### src/rtl/shift_pipe_pkg.sv
// -----------------------------------------------------------------------------
// shift_pipe_pkg
// Purpose : Shared definitions for the shift_pipe block. Holds the operation
//           encoding, the FSM state encoding, the barrel shifter control
//           constants, and a helper that tells legal opcodes from illegal ones.
// Ports   : none (package)
// -----------------------------------------------------------------------------
package shift_pipe_pkg;

   // Operation codes carried on in_op; codes 5..7 are illegal.
   typedef enum logic [2:0] {
      OP_SLL = 3'd0,
      OP_SRL = 3'd1,
      OP_SRA = 3'd2,
      OP_ROL = 3'd3,
      OP_ROR = 3'd4
   } op_e;

   // Control FSM states.
   typedef enum logic [1:0] {
      ST_IDLE = 2'd0,
      ST_EXEC = 2'd1,
      ST_MASK = 2'd2,
      ST_DONE = 2'd3
   } state_e;

   // Barrel shifter control values: shift_rotate=1 selects rotate,
   // left_right=1 selects a right-hand move.
   localparam logic SR_ROTATE = 1'b1;
   localparam logic SR_SHIFT  = 1'b0;
   localparam logic LR_RIGHT  = 1'b1;
   localparam logic LR_LEFT   = 1'b0;

   // True for the five defined opcodes.
   function automatic logic op_is_legal(input logic [2:0] op);
      logic legal;
      case (op)
         OP_SLL, OP_SRL, OP_SRA, OP_ROL, OP_ROR: legal = 1'b1;
         default:                                legal = 1'b0;
      endcase
      return legal;
   endfunction

endpackage : shift_pipe_pkg

### src/rtl/shift_pipe_barrel_shifter.sv
// -----------------------------------------------------------------------------
// shift_pipe_barrel_shifter
// Purpose : Purely combinational barrel shifter: logical shift or rotate,
//           left or right, by 0..WIDTH-1 positions.
// Ports   : data_i         - operand
//           amt_i          - shift / rotate count
//           shift_rotate_i - 1 = rotate, 0 = logical shift
//           left_right_i   - 1 = right,  0 = left
//           data_o         - result
// -----------------------------------------------------------------------------
module shift_pipe_barrel_shifter
   import shift_pipe_pkg::*;
#(
   parameter int WIDTH      = 32,
   parameter int SHFT_WIDTH = $clog2(WIDTH)
) (
   input  logic [WIDTH-1:0]      data_i,
   input  logic [SHFT_WIDTH-1:0] amt_i,
   input  logic                  shift_rotate_i,
   input  logic                  left_right_i,
   output logic [WIDTH-1:0]      data_o
);

   // Rotates come out of a doubled operand: the bits shifted off one copy
   // land in the other, so one half of the doubled word is the rotation.
   logic [2*WIDTH-1:0] dbl_s;
   logic [2*WIDTH-1:0] dbl_left_s;
   logic [2*WIDTH-1:0] dbl_right_s;

   // Build the doubled operand and both of its shifted forms.
   always_comb begin
      dbl_s       = {data_i, data_i};
      dbl_left_s  = dbl_s << amt_i;
      dbl_right_s = dbl_s >> amt_i;
   end

   // Select the requested operation.
   always_comb begin
      case ({shift_rotate_i, left_right_i})
         {SR_ROTATE, LR_LEFT}:  data_o = dbl_left_s[2*WIDTH-1:WIDTH];
         {SR_ROTATE, LR_RIGHT}: data_o = dbl_right_s[WIDTH-1:0];
         {SR_SHIFT,  LR_RIGHT}: data_o = data_i >> amt_i;
         {SR_SHIFT,  LR_LEFT}:  data_o = data_i << amt_i;
         default:               data_o = data_i << amt_i;
      endcase
   end

endmodule : shift_pipe_barrel_shifter

### src/rtl/shift_pipe.sv
// -----------------------------------------------------------------------------
// shift_pipe
// Purpose : Valid/ready wrapped shift/rotate unit. A command is captured in
//           IDLE (or in DONE while the previous result is consumed), executed
//           through one shared barrel shifter in EXEC, sign-extended in an
//           extra MASK pass for arithmetic right shifts, and presented in DONE.
// Ports   : clk, rst                       - clock, synchronous active-high reset
//           in_valid/in_ready               - command handshake
//           in_data, in_amt, in_op          - operand, count, opcode
//           out_valid/out_ready             - result handshake
//           out_data, out_err               - result, illegal-op flag
// -----------------------------------------------------------------------------
module shift_pipe
   import shift_pipe_pkg::*;
#(
   parameter int WIDTH      = 32,
   parameter int SHFT_WIDTH = $clog2(WIDTH)
) (
   input  logic                  clk,
   input  logic                  rst,
   input  logic                  in_valid,
   output logic                  in_ready,
   input  logic [WIDTH-1:0]      in_data,
   input  logic [SHFT_WIDTH-1:0] in_amt,
   input  logic [2:0]            in_op,
   output logic                  out_valid,
   input  logic                  out_ready,
   output logic [WIDTH-1:0]      out_data,
   output logic                  out_err
);

   state_e                state_q,  state_d;
   logic [WIDTH-1:0]      opnd_q,   opnd_d;
   logic [SHFT_WIDTH-1:0] amt_q,    amt_d;
   logic [2:0]            op_q,     op_d;
   logic [WIDTH-1:0]      result_q, result_d;
   logic                  err_q,    err_d;

   logic                  accept_s;
   logic [WIDTH-1:0]      sh_data_s;
   logic                  sh_rotate_s;
   logic                  sh_right_s;
   logic [WIDTH-1:0]      sh_out_s;

   // Handshake decode; in DONE a new command may enter as the result leaves.
   always_comb begin
      case (state_q)
         ST_IDLE: in_ready = 1'b1;
         ST_DONE: in_ready = out_ready;
         default: in_ready = 1'b0;
      endcase
      accept_s  = in_valid && in_ready;
      out_valid = (state_q == ST_DONE);
      out_data  = result_q;
      out_err   = err_q;
   end

   // Shifter input mux: MASK reuses the shifter to build the sign-fill mask
   // by shifting all-ones logically right by the captured amount.
   always_comb begin
      if (state_q == ST_MASK) begin
         sh_data_s   = {WIDTH{1'b1}};
         sh_rotate_s = SR_SHIFT;
         sh_right_s  = LR_RIGHT;
      end else begin
         sh_data_s   = opnd_q;
         sh_rotate_s = ((op_q == OP_ROL) || (op_q == OP_ROR)) ? SR_ROTATE : SR_SHIFT;
         sh_right_s  = ((op_q == OP_SRL) || (op_q == OP_SRA) || (op_q == OP_ROR))
                       ? LR_RIGHT : LR_LEFT;
      end
   end

   shift_pipe_barrel_shifter #(
      .WIDTH      (WIDTH),
      .SHFT_WIDTH (SHFT_WIDTH)
   ) u_barrel_shifter (
      .data_i         (sh_data_s),
      .amt_i          (amt_q),
      .shift_rotate_i (sh_rotate_s),
      .left_right_i   (sh_right_s),
      .data_o         (sh_out_s)
   );

   // Next-state and datapath update.
   always_comb begin
      state_d  = state_q;
      opnd_d   = opnd_q;
      amt_d    = amt_q;
      op_d     = op_q;
      result_d = result_q;
      err_d    = err_q;

      if (accept_s) begin
         opnd_d = in_data;
         amt_d  = in_amt;
         op_d   = in_op;
      end else begin
         opnd_d = opnd_q;
      end

      case (state_q)
         ST_IDLE: begin
            if (accept_s) begin
               state_d = ST_EXEC;
            end else begin
               state_d = ST_IDLE;
            end
         end
         ST_EXEC: begin
            if (!op_is_legal(op_q)) begin
               // Illegal opcode: pass the operand through and flag it.
               result_d = opnd_q;
               err_d    = 1'b1;
               state_d  = ST_DONE;
            end else begin
               // SRA leaves the logical right shift here; MASK fills the sign.
               result_d = sh_out_s;
               err_d    = 1'b0;
               state_d  = (op_q == OP_SRA) ? ST_MASK : ST_DONE;
            end
         end
         ST_MASK: begin
            // ~mask has ones exactly in the vacated top bit positions.
            if (opnd_q[WIDTH-1]) begin
               result_d = result_q | ~sh_out_s;
            end else begin
               result_d = result_q;
            end
            state_d = ST_DONE;
         end
         ST_DONE: begin
            if (out_ready && in_valid) begin
               state_d = ST_EXEC;
            end else if (out_ready) begin
               state_d = ST_IDLE;
            end else begin
               state_d = ST_DONE;
            end
         end
         default: begin
            state_d = ST_IDLE;
         end
      endcase
   end

   // State and datapath registers with synchronous reset.
   always_ff @(posedge clk) begin
      if (rst) begin
         state_q  <= ST_IDLE;
         opnd_q   <= {WIDTH{1'b0}};
         amt_q    <= {SHFT_WIDTH{1'b0}};
         op_q     <= 3'd0;
         result_q <= {WIDTH{1'b0}};
         err_q    <= 1'b0;
      end else begin
         state_q  <= state_d;
         opnd_q   <= opnd_d;
         amt_q    <= amt_d;
         op_q     <= op_d;
         result_q <= result_d;
         err_q    <= err_d;
      end
   end

endmodule : shift_pipe

### config.mk
export PLATFORM = sky130hd
export DESIGN_NAME = shift_pipe
export DESIGN_NICKNAME = d
export VERILOG_FILES = /design/src/rtl/shift_pipe_pkg.sv /design/src/rtl/shift_pipe_barrel_shifter.sv /design/src/rtl/shift_pipe.sv
export SDC_FILE = /design/constraint.sdc
export NUM_CORES = 1
export LEC_CHECK = 0
export ABC_AREA = 1
export CAP_MARGIN = 20
export CORE_MARGIN = 4
export CORE_UTILIZATION = 51
export CTS_CLUSTER_DIAMETER = 30
export CTS_CLUSTER_SIZE = 16
export DETAILED_ROUTE_END_ITERATION = 10
export GPL_TIMING_DRIVEN = 0
export PLACE_DENSITY = 0.83
export SLEW_MARGIN = 10
export SYNTH_ARGS = -nofsm -noshare
export SYNTH_HDL_FRONTEND = slang
export SYNTH_SLANG_ARGS = --single-unit
### constraint.sdc
create_clock -name clk -period 6 [get_ports clk]
set_input_delay 1.2 -clock clk [delete_from_list [all_inputs] [get_ports clk]]
set_output_delay 1.2 -clock clk [all_outputs]
set_load 0.1 [all_outputs]
# == Yosys cells after proc, flatten, opt, wreduce, memory -nomap -nowiden ==
# Cells that the tools add are included.
# word_totals
reg_bits,75
latchBits,0
ramBits,0
romBits,0
inputBits,44
output_inout_bits,35
word_cells,53
mem_count,0
# classes
addsub,0
n_mul,0
div_mod_pow,0
n_lt_le_gt_ge,0
n_eq_ne,11
shifts,4
mux,19
bitwise,2
n_reduce_logical,11
# ops
op,count
$pmux W32 S4,1
$mux W32,3
$pmux W32 S2,1
$shl A64 B5 Y64,1
$shr A64 B5 Y32,1
$not A32 Y32,1
$or A32 B32 Y32,1
$shl A32 B5 Y32,1
$shr A32 B5 Y32,1
$mux W1,10
$eq A2 B2 Y1 const B,4
$pmux W2 S4,1
$eq A3 B2 Y1 const B,2
$reduce_or A5 Y1,1
$eq A2 B1 Y1 const B,2
$logic_not A2 Y1,2
$mux W2,2
$eq A3 B1 Y1 const B,1
$eq A3 B3 Y1 const B,1
$logic_not A3 Y1,1
$logic_or A1 B1 Y1,3
$logic_and A1 B1 Y1,2
$ne A2 B2 Y1 const B,1
$pmux W1 S2,1
other kinds (2),2

# == Depth between registers and ports, before layout ==
# depth
depth_word,11
depth_mapped,22

# == Modules after synthesis ==
# Synthesis repeated with hierarchy kept, for this count alone.
# hier_totals
hier_cells,1777
hier_area_um2,8976.1
# by_module_without_submodules
mod,instances,cells_each,area_each_um2
shift_pipe_barrel_shifter,1,980,4498.1
shift_pipe,1,797,4478.0

# == Worst setup path before layout ==
# OpenSTA, ideal clock, no wires.
# synth_path
path_type,register to output
startpoint,register state_q[1]
endpoint,output in_ready
arrival_ps,2830
required_ps,4800
slack_ps,1970
stages_incl_launch_ff,4
cell_sequence,dfxtp_1 -> ha_1 -> nand2_1 -> a21oi_1
# synth_via
elab_chain_cells,2
word_cells_on_any_way,3
cone_classes,1 x eq/ne; 1 x mux; 1 x reduce/logical
# synth_lines
item,line,rtl
start: declaration,shift_pipe.sv:32,"state_e state_q, state_d;"
start signal: assignment,shift_pipe.sv:156,state_q <= state_d;
$eq A2 B2 Y1,-,
net out_valid,shift_pipe.sv:26,"output logic out_valid,"
$pmux W1 S2,shift_pipe.sv:47,case (state_q)
end: declaration,shift_pipe.sv:22,"output logic in_ready,"
# The timed path passes the listed nets, and every way through them passes these cells.

# == Final worst setup path ==
# layout_path
startpoint,input out_ready
endpoint,output in_ready
# layout_via
elab_chain_cells,1
# layout_lines
item,line,rtl
start: declaration,shift_pipe.sv:27,"input logic out_ready,"
$pmux W1 S2,shift_pipe.sv:47,
# Every way passes these cells.

==> impl_metrics.toml <==
[synthesis]
synthXorXnorAreaFrac = 0
synthArstFlopShare = 0
synth_fa_ha_area_frac = 0.00593
postSynthAreaPerCell_um2 = 5.32
synth_top_family_by_area = "simple AND/OR/NAND/NOR gates"
share_of_the_synthesized_area_in_compound_gates_ao_oa_aoi_oai = 0.186
netlist-cell-type-count = 42
synth-edff-count = 0
syn_inst = 1587
synth_sequential_area_ratio = 0.178
area_of_the_mapped_netlist_um2 = 8440
synth_top_area_cell = "sky130_fd_sc_hd__nand2_1"
most_area_consuming_cells_after_synthesis = "sky130_fd_sc_hd__nand2_1 28%, sky130_fd_sc_hd__dfxtp_1 18%, sky130_fd_sc_hd__nand3_1 14%"
synth_mux_area_frac = 0.00385
synth_simple_gate_area_share = 0.507
post-synth-top-count-cell = "sky130_fd_sc_hd__nand2_1"
synth_largest_type_area_fraction = 0.276
synth_nets = 1635
most_frequently_used_flop_master_after_synthesis = "sky130_fd_sc_hd__dfxtp_1"
synth.yosys.warnings = 0
synth.top_cells.by_count = "620 x sky130_fd_sc_hd__nand2_1, 242 x sky130_fd_sc_hd__nand3_1, 119 x sky130_fd_sc_hd__a21oi_1, 110 x sky130_fd_sc_hd__inv_1, 91 x sky130_fd_sc_hd__o21ai_0"
ys_ff_latch = 75

[worst_setup_path]
setup.reg_to_reg.worst_slack_ns = 2.98
worstSetupPathDepth = 4
worst-endpoint-required_ns = 4.80
worst-r2r-cell-count = 18
timing.critical_path.from = "out_ready"
critPathCaptureType = "primary output"
cell_by_cell_listing_of_the_critical_path = "clkdlybuf4s50_1, nand2_1, a21oi_1, clkdlybuf4s50_1"
worst-endpoint-arrival_ns = 3.14
crit_fanout = 2
cp_top_delay_family = "buffers and inverters"
timing_worst_setup_path_type = "in -> out"
reg2reg_from = "state_q[0]"
crit_path_frequent_cell = "sky130_fd_sc_hd__clkdlybuf4s50_1"
cp-start-kind = "input port"
crit_buf_inv = 2
critical_path.max_stage_delay_ns = 1.18
slowest_cell_on_the_critical_path = "sky130_fd_sc_hd__clkdlybuf4s50_1"
worst_setup_path_endpoint = "in_ready"
reg2reg_to = "out_data[14]"

[global_routing]
grt_start_max_net_pins = 14
antenna_found_initial = 0
overflow = 0
grt_usage = 0.432
wire_length_of_the_first_global_routing_pass_um = 60700
grt_pass1_vias = 10756

[finish]
syn_to_final_growth_pct = 16.2
finalNetCount = 1723
fin_cells = 1896
final_cell_area_um2 = 9810
postLayoutCoreUtil = 0.611
drive_above_1_share = 0.0893
num_antenna_cells = 0
num-fill-cells = 1576

[sta]
max-slew-margin-rel = 0.317
final-max-slew-violation-count = 0
clock.fmax_mhz = 230
finalClockSkew_ns = 0.00564
setup_viol = 0
final_hold_viol_count = 0
fin_crit_ns = 4.34
worst-slew-pin-transition_ns = 1.02
setup_total_negative_slack_ns = 0
finalCritPeriodShare = 0.723
grt_setup_unrepaired = "no"

[clocking]
tritoncts_clock_tree = "yes"
clock_sink_count = 75
clk_latency_ns = 0.34
cts_resized = 0
post_cts.repair.setup_buffers = 0
hold_buffers = 0
cts_max_path_buffers = 2
cts_root_buffer = "sky130_fd_sc_hd__clkbuf_16"
htreeDepth = 3
cts_buffers = 9
path_clk_slew_ns = 0.06

[placement]
gp_congestion = 1.11
count_of_input_and_output_buffers = 77
place_inst = 1880
dp_hpwl_um = 31900
postPlaceCellArea_um2 = 9480

[detailed_routing]
detailedRoute.firstIterationViolations = 1967
route.detailed.vias_per_inst = 6.23
drc = 0
wl_um = 41000
drt_pass1_iterations = 6
final_antenna_net_count = 0
routedWlPerCell_um = 21.6
routed-via-count = 11803

[floorplan]
die_w_um = 137
io-pin-count = 79
start_util = 0.526
die_h_um = 137
rows = 46
core_area_um2 = 16100
die-area_um2 = 18700

[outcome]
outcome = "completed"

[job]
cap_violations = 0

[worst_hold_path]
hp-class = "reg -> reg"
worst min path at each step:
stage / start / end / slack, ns / cells after the start
6_report: out_data[25] / out_data[25] / 0.49 / 2
3_5_place_dp: out_data[25] / out_data[25] / 0.47 / 2
3_3_place_gp: out_data[0] / out_data[0] / 0.47 / 2
4_1_cts: out_data[25] / out_data[25] / 0.48 / 2
2_1_floorplan: opnd_q[17] / opnd_q[17] / 0.44 / 2
5_1_grt: out_data[8] / out_data[8] / 0.51 / 2
metrics by stage:
| stage | worst slack, ns | hold WS (ns) |
|---|---|---|
| after floorplan | 1.97 | 0.439 |
| after global placement | 1.75 | 0.470 |
| after detailed placement | 1.68 | 0.473 |
| after CTS | 1.67 | 0.482 |
| after global routing | 1.64 | 0.506 |
| final | 1.66 | 0.486 |
state kept, by name, summed over array words and instances, names as in the netlist:
| signal | cells |
|---|---|
| op_q | 3 |
| opnd_q | 32 |
| state_q | 2 |
| out_data | 32 |
| out_err | 1 |
| amt_q | 5 |
area by class of cell:
class                   instances  area, µm²  share of cell area
repair buffers                 77        771              0.0786
plain buffers                 106        536              0.0546
inverters                     125        474              0.0483
multi-input cells            1281       5930               0.605
flip-flops and latches         75       1500               0.153
clock buffers                  11        243              0.0247
well taps                     216        270              0.0275
clock inverters                 5       85.1             0.00867
worst reg2reg max path: cells and delay by family (launching register included):
| family | cells | cell delay, ns |
|---|---|---|
| adder cells (fa/ha/maj) | 1 | 0.22 |
| flip-flops | 1 | 0.38 |
| AO/OA/AOI/OAI | 2 | 0.23 |
| buffers and inverters | 3 | 0.39 |
| AND/OR/NAND/NOR | 12 | 1.68 |
placed cells by master, fill, tap and decap left out, types with 12 or more instances in the layout:
cell type and count:
sky130_fd_sc_hd__dfxtp_1 75, sky130_fd_sc_hd__o21ai_0 91, sky130_fd_sc_hd__a21oi_1 119, sky130_fd_sc_hd__inv_2 12
sky130_fd_sc_hd__nand2_1 620, sky130_fd_sc_hd__clkbuf_1 43, sky130_fd_sc_hd__o21ai_2 15, sky130_fd_sc_hd__nor2_4 12
sky130_fd_sc_hd__nor2_1 66, sky130_fd_sc_hd__inv_1 110, sky130_fd_sc_hd__o21a_1 14, sky130_fd_sc_hd__nand3_1 242
sky130_fd_sc_hd__nor2_2 16, sky130_fd_sc_hd__clkdlybuf4s50_1 77, sky130_fd_sc_hd__buf_2 43, sky130_fd_sc_hd__o21ai_1 31
cell families (layout without fill, tap and decap cells):
kind of cell / Yosys count / count (layout)
AND/OR/NAND/NOR: 990 / 990
AO/OA/AOI/OAI: 285 / 285
buffers and inverters: 231 / 324
flip-flops: 75 / 75
adder cells (fa/ha/maj): 4 / 4
multiplexers: 2 / 2
per-layer routing:
metal / up-vias / global-route usage / routed length, µm
met5: - / 0 / 0
met4: 0 / 0.301 / 3600
met3: 238 / 0.0801 / 5150
met2: 994 / 0.678 / 17500
met1: 5251 / 0.533 / 14700
li1: 5320 / - / -
Power is left out: the tool's default activity adds up to more than one toggle a clock period on the data nets, which glitch-free logic cannot reach.
